<file path="src/rtl/pwm_capture_pkg.sv">
// Shared register map, bit positions and capture-state encoding for the
// APB PWM period/high-time capture block.
package pwm_capture_pkg;

  localparam logic [1:0] OFF_CTRL   = 2'd0;
  localparam logic [1:0] OFF_STATUS = 2'd1;
  localparam logic [1:0] OFF_PERIOD = 2'd2;
  localparam logic [1:0] OFF_HIGH   = 2'd3;

  localparam int unsigned CTRL_EN     = 0;
  localparam int unsigned CTRL_IE_NEW = 1;
  localparam int unsigned CTRL_IE_OVR = 2;
  localparam int unsigned CTRL_IE_TO  = 3;

  localparam int unsigned ST_NEW   = 0;
  localparam int unsigned ST_OVR   = 1;
  localparam int unsigned ST_TO    = 2;
  localparam int unsigned ST_LEVEL = 3;
  localparam int unsigned ST_ARMED = 4;

  typedef enum logic {
    CAP_IDLE  = 1'b0,
    CAP_ARMED = 1'b1
  } cap_state_e;

endpackage

</file>
<file path="src/rtl/pwm_capture_apb_edge_sync.sv">
// Multi-stage synchronizer for the asynchronous PWM input followed by a
// one-flop edge detector producing single-cycle rise/fall pulses.
module pwm_edge_sync #(
  parameter int unsigned SYNC_STAGES = 2
) (
  input  logic i_clk,
  input  logic i_rst_n,
  input  logic i_async,
  output logic o_level,
  output logic o_rise,
  output logic o_fall
);

  localparam int unsigned N = (SYNC_STAGES < 2) ? 2 : SYNC_STAGES;

  logic [N-1:0] r_sync;
  logic         r_prev;

  always_ff @(posedge i_clk or negedge i_rst_n) begin
    if (!i_rst_n) begin
      r_sync <= '0;
      r_prev <= 1'b0;
    end else begin
      r_sync <= {r_sync[N-2:0], i_async};
      r_prev <= r_sync[N-1];
    end
  end

  assign o_level = r_sync[N-1];
  assign o_rise  = r_sync[N-1] & ~r_prev;
  assign o_fall  = ~r_sync[N-1] & r_prev;

endmodule

</file>
<file path="src/rtl/pwm_capture_apb.sv">
// APB3 completer measuring PWM period and high time in PCLK cycles, with
// W1C status, read-coherent HIGH shadow, timeout detection and a level IRQ.
module pwm_capture_apb
  import pwm_capture_pkg::*;
#(
  parameter int unsigned CNT_W       = 32,
  parameter int unsigned TIMEOUT     = 1000000,
  parameter int unsigned SYNC_STAGES = 2
) (
  input  logic        PCLK,
  input  logic        PRESETN,
  input  logic        PSEL,
  input  logic        PENABLE,
  input  logic        PWRITE,
  input  logic [31:0] PADDR,
  input  logic [31:0] PWDATA,
  output logic [31:0] PRDATA,
  output logic        PREADY,
  output logic        PSLVERR,
  output logic        FABINT,
  input  logic        PWM_IN
);

  localparam logic [CNT_W-1:0] TO_SAT = CNT_W'(TIMEOUT);
  localparam logic [CNT_W-1:0] TO_M1  = CNT_W'(TIMEOUT - 1);

  logic             w_level, w_rise, w_fall;
  logic             w_acc, w_err, w_wr, w_rd, w_en, w_armed;
  logic [1:0]       w_off;
  logic             w_unused;

  cap_state_e       r_state;
  logic [3:0]       r_ctrl;
  logic             r_new, r_ovr, r_to;
  logic             r_fabint;
  logic [CNT_W-1:0] r_period_cnt, r_high_cnt, r_high_hold;
  logic [CNT_W-1:0] r_period, r_high_raw, r_high_shadow;

  pwm_edge_sync #(
    .SYNC_STAGES(SYNC_STAGES)
  ) u_sync (
    .i_clk   (PCLK),
    .i_rst_n (PRESETN),
    .i_async (PWM_IN),
    .o_level (w_level),
    .o_rise  (w_rise),
    .o_fall  (w_fall)
  );

  assign w_acc    = PSEL & PENABLE;
  assign w_err    = w_acc & (PADDR[31:4] != '0);
  assign w_wr     = w_acc & PWRITE & ~w_err;
  assign w_rd     = w_acc & ~PWRITE & ~w_err;
  assign w_off    = PADDR[3:2];
  assign w_en     = r_ctrl[CTRL_EN];
  assign w_armed  = (r_state == CAP_ARMED);
  assign w_unused = ^{PWDATA[31:4], PADDR[1:0]};

  assign PREADY  = 1'b1;
  assign PSLVERR = w_err;
  assign FABINT  = r_fabint;

  always_comb begin
    PRDATA = '0;
    if (w_rd) begin
      case (w_off)
        OFF_CTRL:   PRDATA = {28'd0, r_ctrl};
        OFF_STATUS: PRDATA = {27'd0, w_armed, w_level, r_to, r_ovr, r_new};
        OFF_PERIOD: PRDATA = 32'(r_period);
        default:    PRDATA = 32'(r_high_shadow);
      endcase
    end
  end

  // Shadow load uses the pre-edge HIGH_RAW so a coincident sample stays paired.
  always_ff @(posedge PCLK or negedge PRESETN) begin
    if (!PRESETN) begin
      r_ctrl        <= '0;
      r_high_shadow <= '0;
    end else begin
      if (w_wr && w_off == OFF_CTRL) r_ctrl <= PWDATA[3:0];
      if (w_rd && w_off == OFF_PERIOD) r_high_shadow <= r_high_raw;
    end
  end

  // Status W1C is applied first so hardware sets later in the block win.
  always_ff @(posedge PCLK or negedge PRESETN) begin
    if (!PRESETN) begin
      r_state      <= CAP_IDLE;
      r_period_cnt <= '0;
      r_high_cnt   <= '0;
      r_high_hold  <= '0;
      r_period     <= '0;
      r_high_raw   <= '0;
      r_new        <= 1'b0;
      r_ovr        <= 1'b0;
      r_to         <= 1'b0;
      r_fabint     <= 1'b0;
    end else begin
      r_fabint <= |({r_to, r_ovr, r_new} & r_ctrl[CTRL_IE_TO:CTRL_IE_NEW]);

      if (w_wr && w_off == OFF_STATUS) begin
        if (PWDATA[ST_NEW]) r_new <= 1'b0;
        if (PWDATA[ST_OVR]) r_ovr <= 1'b0;
        if (PWDATA[ST_TO])  r_to  <= 1'b0;
      end

      if (!w_en) begin
        r_state      <= CAP_IDLE;
        r_period_cnt <= '0;
        r_high_cnt   <= '0;
      end else begin
        if (w_rise)                       r_period_cnt <= '0;
        else if (r_period_cnt != TO_SAT)  r_period_cnt <= r_period_cnt + 1'b1;

        if (w_rise)                               r_high_cnt <= CNT_W'(1);
        else if (w_level && r_high_cnt != '1)     r_high_cnt <= r_high_cnt + 1'b1;

        if (w_fall) r_high_hold <= r_high_cnt;

        case (r_state)
          CAP_IDLE: begin
            if (w_rise) r_state <= CAP_ARMED;
          end
          CAP_ARMED: begin
            if (w_rise) begin
              r_period   <= r_period_cnt + 1'b1;
              r_high_raw <= r_high_hold;
              if (r_new) r_ovr <= 1'b1;
              r_new      <= 1'b1;
            end else if (r_period_cnt == TO_M1) begin
              r_state    <= CAP_IDLE;
              r_to       <= 1'b1;
              r_period   <= '0;
              r_high_raw <= w_level ? '1 : '0;
            end
          end
          default: r_state <= CAP_IDLE;
        endcase
      end
    end
  end

endmodule

</file>
<file path="config.mk">
export PLATFORM = sky130hd
export DESIGN_NAME = pwm_capture_apb
export DESIGN_NICKNAME = d
export VERILOG_FILES = /design/src/rtl/pwm_capture_pkg.sv /design/src/rtl/pwm_capture_apb_edge_sync.sv /design/src/rtl/pwm_capture_apb.sv
export SDC_FILE = /design/constraint.sdc
export NUM_CORES = 1
export LEC_CHECK = 0
export ABC_AREA = 1
export CAP_MARGIN = 20
export CORE_AREA = 2 2 94 187
export CTS_BUF_LIST = sky130_fd_sc_hd__clkbuf_4 sky130_fd_sc_hd__clkbuf_8 sky130_fd_sc_hd__clkbuf_16
export DETAILED_ROUTE_END_ITERATION = 10
export DIE_AREA = 0 0 96 189
export DONT_BUFFER_PORTS = 1
export GPL_ROUTABILITY_DRIVEN = 0
export PLACE_DENSITY_LB_ADDON = 0.08
export SLEW_MARGIN = 20
export SYNTH_ARGS = -nofsm -noshare
export SYNTH_HDL_FRONTEND = slang
export SYNTH_HIERARCHICAL = 1
export SYNTH_SLANG_ARGS = --single-unit
</file>
<file path="constraint.sdc">
create_clock -name PCLK -period 3.8 [get_ports PCLK]
set_clock_uncertainty 0.2 [all_clocks]
set_input_delay 0.57 -clock PCLK [delete_from_list [all_inputs] [get_ports PCLK]]
set_output_delay 0.57 -clock PCLK [all_outputs]
set_load 0.1 [all_outputs]
</file>
==> results.cfg <==
[run_status]
status = finished with violations
violations = negative hold slack

[cts]
cts_inserted_buffers = 19
post-cts-setup-buffers = 0
cts_tree = yes
root_buffer = clkbuf_16
cts.sinks = 204
ctsResizeCount = 0
clk_pin_slew_ns = 0.07
cts_hold_buf = 1
htree_levels = 1
clock_latency_ns = 0.49
clock_path_buffers = 3

[place]
place_hpwl_um = 19270
pre_cts_ws_ns = 0.6168
dpl-instance-area_um2 = 10950
port_buffers = 0
dp.cells = 1684

[worst_setup_path]
r2r_setup_slack_ns = 0.61
rr_startpoint = r_period_cnt[0]
reg2regPathDepth = 10
crit_path_end = r_high_raw[20]
worst_ep_required_time_ns = 3.97
crit_fanout = 64
crit_path_end_kind = register
worstSetupPathType = reg2reg
arrival_ns = 3.36
cp-startpoint = r_period_cnt[0]
start_kind = register
worstReg2RegEnd = r_high_raw[20]

[finish]
area_growth_pct = 8.964
diodes = 0
final_area_um2 = 11600
layoutNonFillerInstCount = 1718
multiInputGateArea_um2 = 4622
num-nets-final = 1572
filler_cell_count = 1468
seqCellArea_um2 = 5105
drive_above_1_share = 0.07412
fin_util = 0.6956

[logic_synthesis]
ys_warn_count = 6
netlist_area_um2 = 10650
seq_area_frac_synth = 0.4793
yosys_register_bits = 204
synthCells = 1486
ys_types = 36
syn_area_per_cell_um2 = 7.167
syn_nets = 1559
yosys.area.top_type = dfrtp_1
synth_top_area_frac = 0.4793
yosys-top-cells-area = dfrtp_1 48%, nand2_1 19%, nand3_1 7.1%

[timing]
hold_viol = 204
fmax_mhz = 313.4
relSlewSlack = 0.3338
tightest_slew_ns = 0.9969
hold_slack_ns = -0.4297
rsz0062_at_grt = false
finalCritPeriodShare = 0.8396
timing.final.crit_period_ns = 3.191
slew_violations = 0
fin_ws_ns = 0.6094
fin_setup_tns_ns = 0
setup_viol = 0

[floorplanning]
dieArea_um2 = 18140
rows = 67
coreArea_um2 = 16680
die_h_um = 189
die_x_um = 96
io_pins = 105
initial_core_util = 0.6384

[routing]
drc = 0
ant_nets = 0
vias = 9396
wl_per_cell_um = 16.19
viasPerCell = 5.469
dr.pass1.iters = 5
drtIter0Drc = 581
totalWireLength_um = 27810

[power]
swShare = 0.2129
power.share.clock = 0.469
p_switching_mw = 0.9034
power_density_nw_per_um2 = 365.7
pwr-share-seq = 0.512
peakVddDrop_mv = 0.3856
internal_power_mw = 3.341
p_comb_frac = 0.019
p_total_mw = 4.244
p_leak_nw = 5.635

[global_routing]
grt_pass1_wl_um = 44820
grt_start_max_net_pins = 205
grt_pass1_vias = 9282
globalRouteTotalUtil = 0.3181
antenna_found_initial = 0
grt_overflow = 0

[flow_run]
drv_cap = 0

[worst_hold_path]
hold_path.class = in2async
[power groups by stage]
stage | sequential [mW] | clock (mW) | combinational [mW]
after floorplan | 2.22 | 0 | 0.0659
after global placement | 2.22 | 0 | 0.0783
after detailed placement | 2.22 | 0 | 0.0790
after CTS | 2.17 | 2.02 | 0.0800
after global routing | 2.17 | 2.09 | 0.0883
final | 2.17 | 1.99 | 0.0801
[cell usage after synthesis (all sizes together)]
| master | number |
|---|---|
| o21ai | 102 |
| and3 | 1 |
| conb | 1 |
| clkinv | 2 |
| o21bai | 1 |
| a21o | 4 |
| nand2 | 544 |
| nand4 | 13 |
| nor3 | 20 |
| a21oi | 9 |
| inv | 164 |
| xor2 | 11 |
| nand3 | 155 |
| ha | 3 |
| o211ai | 1 |
| and2 | 1 |
| or2 | 5 |
| clkbuf | 22 |
| dfrtp | 204 |
| nand3b | 1 |
| buf | 32 |
| nor2 | 190 |
[critical path, stage by stage, from the launching register on]
cell and delay, ns:
dfrtp_1 0.37, ha_1 0.29, nand3_2 0.18, nor2_4 0.23, nand3_2 0.10, nor2_1 0.11
nand2_1 0.11, nand2_2 0.51, nand2_4 0.57, nand2_1 0.24, nand2_1 0.09
[flip-flops by register name (all words and copies together), names as in the netlist]
register / flops
r_high_raw: 32
r_high_shadow: 32
u_sync/r_prev: 1
FABINT: 1
r_period: 32
r_ctrl: 4
r_high_hold: 32
u_sync/r_sync: 2
r_period_cnt: 32
r_high_cnt: 32
r_state: 1
r_ovr: 1
r_new: 1
r_to: 1
[final cells by class]
type,count,area share
timing repair buffer,46,0.02997
multi-input combinational,1062,0.3983
sequential,204,0.4399
clock buffer,25,0.04701
inverter,166,0.05391
clock inverter,8,0.008625
tap,207,0.02232
[placed cells by master (no fill, tap or decap), types with 7 or more instances in the layout]
cell	count
a21oi_1	9
buf_4	45
clkbuf_16	19
dfrtp_1	204
inv_1	162
nand2_1	535
nand2_2	7
nand3_1	151
nand4_1	13
nor2_1	174
nor2_2	12
nor3_1	20
o21ai_0	101
xor2_1	11
[per-layer routing]
layer,track usage,part of all wire
met4,0.2242,0.084
met3,0.05452,0.053
met2,0.5526,0.52
met1,0.3349,0.35
met5,0,0
[worst min path at each step]
stage	from	to	slack (ns)	cells after the start
2_1_floorplan	PRESETN	FABINT	0.07	0
3_3_place_gp	PRESETN	r_period[5]	0.08	0
3_5_place_dp	PRESETN	r_period[5]	0.08	0
4_1_cts	PRESETN	r_high_shadow[1]	-0.44	0
5_1_grt	PRESETN	r_period[5]	-0.44	0
6_report	PRESETN	r_period[3]	-0.43	0
[kinds of logic after synthesis]
| group | Yosys count | share of synthesized area |
|---|---|---|
| compound gates | 117 | 0.05639 |
| other cells | 1 | 0.0003521 |
| buf+inv | 220 | 0.08858 |
| fa+ha+maj | 3 | 0.003525 |
| simple gates | 930 | 0.3628 |
| xor+xnor | 11 | 0.009046 |
| flops | 204 | 0.4793 |
(Power assumes the default switching activity.)
